<file path="src/rtl/spi_master_ctrl.sv">
// SPI master frame generator: turns one {cmd, data} request into one complete
// slave frame and, for read-data requests, captures the byte returned on MISO.
module spi_master_ctrl #(
  parameter int DATA_W = 8,
  parameter int RD_LAT = 2
) (
  input  logic              clk,
  input  logic              rst_n,
  input  logic              start,
  input  logic [1:0]        cmd,
  input  logic [DATA_W-1:0] data_in,
  output logic              busy,
  output logic              done,
  output logic [DATA_W-1:0] rd_data,
  output logic              SS_n,
  output logic              MOSI,
  input  logic              MISO
);

  localparam int FW = DATA_W + 2;
  localparam int CW = $clog2(FW + RD_LAT + DATA_W + 1);

  typedef enum logic [2:0] {
    IDLE, SELECT, CMD, SHIFT, WAIT_RD, CAPTURE, RELEASE
  } state_t;

  state_t            state;
  logic [FW-1:0]     frame;
  logic [1:0]        cmd_q;
  logic [CW-1:0]     bit_cnt;
  logic [DATA_W-2:0] shreg;

  // Every output is set on entry to the state it belongs to, so each state's
  // values appear exactly during the cycles that state occupies.
  always_ff @(posedge clk or negedge rst_n) begin
    if (!rst_n) begin
      state   <= IDLE;
      frame   <= '0;
      cmd_q   <= '0;
      bit_cnt <= '0;
      shreg   <= '0;
      busy    <= 1'b0;
      done    <= 1'b0;
      rd_data <= '0;
      SS_n    <= 1'b1;
      MOSI    <= 1'b0;
    end else begin
      done <= 1'b0;
      case (state)
        IDLE: begin
          SS_n <= 1'b1;
          if (start) begin
            frame <= {cmd, data_in};
            cmd_q <= cmd;
            state <= SELECT;
            SS_n  <= 1'b0;
            busy  <= 1'b1;
            MOSI  <= 1'b0;
          end
        end
        SELECT: begin
          MOSI  <= cmd_q[1];
          state <= CMD;
        end
        CMD: begin
          MOSI    <= frame[FW-1];
          frame   <= {frame[FW-2:0], 1'b0};
          bit_cnt <= '0;
          state   <= SHIFT;
        end
        // The frame register shifts left so the next MSB is always at the top.
        SHIFT: begin
          if (bit_cnt == CW'(FW - 1)) begin
            MOSI    <= 1'b0;
            bit_cnt <= '0;
            if (cmd_q == 2'b11) begin
              state <= WAIT_RD;
            end else begin
              state <= RELEASE;
              SS_n  <= 1'b1;
              done  <= 1'b1;
            end
          end else begin
            MOSI    <= frame[FW-1];
            frame   <= {frame[FW-2:0], 1'b0};
            bit_cnt <= bit_cnt + 1'b1;
          end
        end
        WAIT_RD: begin
          if (bit_cnt == CW'(RD_LAT - 1)) begin
            bit_cnt <= '0;
            state   <= CAPTURE;
          end else begin
            bit_cnt <= bit_cnt + 1'b1;
          end
        end
        // Only DATA_W-1 bits are buffered; the last MISO bit goes straight into rd_data.
        CAPTURE: begin
          shreg <= (DATA_W - 1)'({shreg, MISO});
          if (bit_cnt == CW'(DATA_W - 1)) begin
            rd_data <= {shreg, MISO};
            state   <= RELEASE;
            SS_n    <= 1'b1;
            done    <= 1'b1;
          end else begin
            bit_cnt <= bit_cnt + 1'b1;
          end
        end
        RELEASE: begin
          busy  <= 1'b0;
          state <= IDLE;
        end
        default: state <= IDLE;
      endcase
    end
  end

endmodule

</file>
<file path="config.mk">
export PLATFORM = sky130hd
export DESIGN_NAME = spi_master_ctrl
export DESIGN_NICKNAME = d
export VERILOG_FILES = /design/src/rtl/spi_master_ctrl.sv
export SDC_FILE = /design/constraint.sdc
export NUM_CORES = 1
export LEC_CHECK = 0
export BUFFER_PORTS_ARGS = -buffer_cell sky130_fd_sc_hd__buf_2
export CORE_MARGIN = 10
export CORE_UTILIZATION = 25
export CTS_CLUSTER_SIZE = 12
export DETAILED_ROUTE_END_ITERATION = 10
export PLACE_DENSITY = 0.51
export SYNTH_ARGS = -nofsm -noshare
export SYNTH_HDL_FRONTEND = slang
export SYNTH_SLANG_ARGS = --single-unit
</file>
<file path="constraint.sdc">
create_clock -name clk -period 2.2 [get_ports clk]
set_input_delay 0.33 -clock clk [delete_from_list [all_inputs] [get_ports clk]]
set_output_delay 0.33 -clock clk [all_outputs]
set_load 0.05 [all_outputs]
</file>
Yosys cells after proc, flatten, opt, wreduce, memory -nomap -nowiden
Cells that the tools add are included.

storage, ports and cells
  flip-flop bits (word level) = 39
  latch bits = 0
  bits in writable memories = 0
  memory bits (read-only) = 0
  input bits = 14
  output and inout bits = 12
  memories = 0

cells by class
  add/subtract/negate cells = 1
  $mul = 0
  div/mod/pow operators = 0
  order comparisons = 0
  equal/unequal tests = 17
  shift operators = 0
  mux-type cells = 27
  bitwise logic cells = 0
  reductions and logical operators = 14

operator list
  operator                                                         number
  10-bit case mux with 3 select lines                              1
  10-bit 2-to-1 mux                                                2
  5-bit case mux with 4 select lines                               1
  3-bit case mux with 6 select lines                               1
  5-bit 2-to-1 mux                                                 3
  2-bit != test, second input constant                             7
  3-bit 2-to-1 mux                                                 4
  1-bit 2-to-1 mux                                                 10
  2-bit AND reduction                                              5
  3-bit == test, second input constant                             3
  4-bit AND reduction                                              2
  4-bit nonzero test                                               2
  3-bit by 2-bit == test with 1-bit output, second input constant  2
  3-bit nonzero test                                               2
  5-bit by 1-bit adder with 5-bit output, second input constant    1
  5-bit by 1-bit == test with 1-bit output, second input constant  1
  5-bit by 3-bit == test with 1-bit output, second input constant  1
  5-bit by 4-bit == test with 1-bit output, second input constant  1
  1-bit case mux with 2 select lines                               2
  1-bit case mux with 4 select lines                               1
  3-bit by 1-bit == test with 1-bit output, second input constant  1
  3-bit logical NOT                                                1
  1-bit case mux with 3 select lines                               1
  3-bit AND reduction                                              1
  3 further kinds                                                  3

Logic depth before layout (Yosys ltp)
  depth after elaboration = 4
  depth in mapped cells = 7
  mapped depth without buffers = 6

Worst setup path after synthesis
OpenSTA, ideal clock, no wires.

  path type = register to register
  from = register bit_cnt[0]
  to = register frame[0]
  setup time = 0.125 ns
  data arrival time = 1.641 ns
  data required time = 2.075 ns
  setup slack = 0.434 ns
  stages on the path, launching flop included = 7
  path buffers = 1
  path through = dfrtp_1 -> ha_1 -> and4bb_2 -> buf_6 -> a21o_4 -> o21ai_4 -> mux2_2

on the way
  longest elaborated chain between the ends = 3

RTL lines
  element                                   RTL line  RTL
  from (decl)                               30        logic [CW-1:0] bit_cnt;
  from (signal assigned)                    86        bit_cnt <= bit_cnt + 1'b1;
  from (signal assigned)                    94        bit_cnt <= bit_cnt + 1'b1;
  from (signal assigned)                    106       bit_cnt <= bit_cnt + 1'b1;
  5-bit by 4-bit == test with 1-bit output  73        if (bit_cnt == CW'(FW - 1)) begin
  2-bit != test (no line)                   n/a
  3-bit AND reduction (no line)             n/a
  to (signal assigned)                      53        frame <= {cmd, data_in};
  to (signal assigned)                      67        frame <= {frame[FW-2:0], 1'b0};
  to (signal assigned)                      85        frame <= {frame[FW-2:0], 1'b0};
  to (decl)                                 28        logic [FW-1:0] frame;

Every way passes these cells.
A chain may end at the register's enable or synchronous reset.

Worst setup path after layout
  from = register bit_cnt[0]
  to = register frame[2]

The elaborated chain is that of the path after synthesis.

==> reports/qor.txt <==
status = finished clean
aggregate global-route resource usage = 0.07489
Synth Area in XOR/XNOR = 0
n_diodes = 0
GR Overflow Total = 0
share of synthesized flip-flops with an asynchronous set or reset = 1.000
WL/cell = 13.92 um
Post-Syn Area = 1921 um^2
worst vdd ir = 0.3968 mV
Worst Setup Slack post-DPL = 0.3608 ns
Leak = 0.001068 uW
Met1 Wirelength = 2.062 mm
antenna violations before repair = 0
reg2reg start = bit_cnt[0]$_DFFE_PN0P_
TritonCTS clock tree = built
Yosys top cell area share = 0.4951
Clock Pin Slew Worst Setup and Hold Paths = 0.08 ns
synth top area cells = dfrtp_1, mux2_2, o21ai_0, nand2_1, dfstp_2
Startpoint Class = flop
Synth area leader = dfrtp_1
Worst Path Max Fanout = 10
R2R setup slack = 0.36 ns
Die Y = 107.7 um
Post-Syn Instances = 159
Fill cells = 806
final setup TNS = 0 ns
Max Used Layer = met4
TritonCTS Sinks = 39
initial DRC count = 58
yosys warns = 0
RSZ-0062 raised after global routing = no
Post-CTS Setup Bufs = 0
fin. max-slew vios = 0
count leader, synth = dfrtp_1
largest family of logic cells by synthesized area = multiplexers
CTS Buffer Depth = 2
first-pass GRT wire length = 7.086 mm
worst slew pin tran = 0.4859 ns
Seq/Total Area, Yosys = 0.5088
most frequent cells after synthesis = dfrtp_1, mux2_2, o21ai_0
die area = 11,590 um^2
register area = 977.2 um^2
CTS buffer count = 5
CP Class = reg2reg
Final Hold Fails = 0
CTS Root Cell = clkbuf_8
io pins = 26
Overall Power = 2216 uW
CTS H-Tree Depth = 2
Synth Area in Simple Gates = 0.1081
setup ws final = 0.3647 ns
CORE AREA = 7370 um^2
Worst slew margin = 0.6715
multi-input combinational cell area = 880.8 um^2
placed insts = 279
synthesis-stage register bit count = 39
# port buffers = 25
post-synthesis compound-gate area fraction = 0.1205
final WL = 4.008 mm
Final nets = 204
Synthesized Nets = 175
Crit. End Element = flop
pin count of the biggest net entering global routing = 27
crit path DAT = 2.02 ns
pwr dens = 982.9 nW/um^2
Hold Path Class = in2reg
clock latency on the worst-skew pair = 0.29 ns
Initial Utilization = 0.2606
via count = 1,347
synth unique cells = 40
post-route insts no fill = 288
Post-route DRC = 0
met2 wire length = 1.750 mm
share of layout cells above drive strength 1 = 0.4444
Critical R2R Capture = frame[2]$_DFFE_PN0P_
Critical Path Source = bit_cnt[0]$_DFFE_PN0P_
Placer Congestion = 0.7824
Syn-to-layout area delta = 17.39%
max-cap viol count = 0
Tcrit/Tclk final = 0.8342
main flop type after synthesis = dfrtp_1
via/cell ratio = 4.677
skew final = 0.003909 ns
Pre-Repair DR Iteration Count = 4
CP Capture Point = frame[2]$_DFFE_PN0P_
syn_area_per_cell = 12.08 um^2
Reg2Reg Depth = 5
critical path required time = 2.38 ns
post-route ant nets = 0
final hold slack = 0.2880 ns
met3 WL = 142 um
Gates resized, CTS repair = 0
Die W = 107.7 um
Final min period = 1.835 ns
Max Freq = 544.9 MHz
mux cell area share after synthesis = 0.2169
Final Setup Violations = 0
post-DP HPWL = 2.897 mm
number of global-route vias before repair = 1,380
Post-Synth Adder-Cell Area = 0.01303
std cell rows = 31
number of synthesized flops with an enable pin = 0
## worst max-delay path: stages, from the launching register on
cell and delay, ns:
dfrtp_1 0.43, ha_1 0.23, and4bb_2 0.31, a21o_4 0.24, o21ai_4 0.14, mux2_2 0.38
## layout by cell type, fill, tap and decap left out, types with 3 or more instances in the layout
cell	n
dfrtp_1	38
mux2_2	37
buf_2	25
o21ai_0	10
nand2_1	8
inv_1	5
a21oi_1	5
nor2_1	5
clkbuf_8	5
a31oi_1	4
buf_4	4
nand3_1	3
nand2b_1	3
## layout make-up
cell class | count | share of cell area
flip-flops and latches | 39 | 0.4334
multi-input cells | 107 | 0.3907
repair buffers | 30 | 0.07325
well taps | 99 | 0.05494
clock buffers | 5 | 0.03052
clock inverters | 3 | 0.008879
inverters | 5 | 0.008324
## state kept, by name (all words and copies together), names as in the netlist
register,cells
frame,10
rd_data,8
shreg,7
bit_cnt,5
state,3
cmd_q,2
MOSI,1
SS_n,1
busy,1
done,1
## what timing repair did
item | CTS | global route
endpoints found under the hold margin | 13 | 0
endpoints found under the setup margin | 0 | 0
hold buffers | 1 | 0
## worst min path at each step
| stage | start | endpoint | cells after the start |
|---|---|---|---|
| floorplan | rst_n | MOSI$_DFFE_PN0P_ | 0 |
| global placement | rst_n | busy$_DFFE_PN0P_ | 1 |
| detailed placement | rst_n | state[2]$_DFFE_PN0P_ | 1 |
| CTS | MISO | rd_data[0]$_DFFE_PN0P_ | 2 |
| global route | MISO | rd_data[0]$_DFFE_PN0P_ | 2 |
| finish | MISO | rd_data[0]$_DFFE_PN0P_ | 2 |
## per-stage QoR
stage	cell area, um^2	utilization
3_5_place_dp	2156	0.2925
3_3_place_gp	2156	0.2925
6_report	2255	0.3059
4_1_cts	2255	0.3059
2_1_floorplan	1921	-
5_1_grt	2255	0.3059
## logic make-up (layout without fill, tap and decap cells)
kind of cell,after synthesis,after routing
DFF,39,39
muxes,37,37
and+or+nand+nor,35,35
AOI/OAI and AO/OA,33,33
buffers and inverters,13,43
adders and majority gates,2,2
## power by group
group          total, uW  internal, uW  switching [uW]
clock network        487           221             266
registers            974           863             111
logic                755           369             386
total               2220          1450             763
## metal layers
metal,GRT usage,up-vias
met5,0,-
met4,0.02863,0
met3,0.02216,4
met2,0.1080,28
met1,0.1021,682
li1,-,633
No activity file was read; power rests on OpenSTA's default activity.
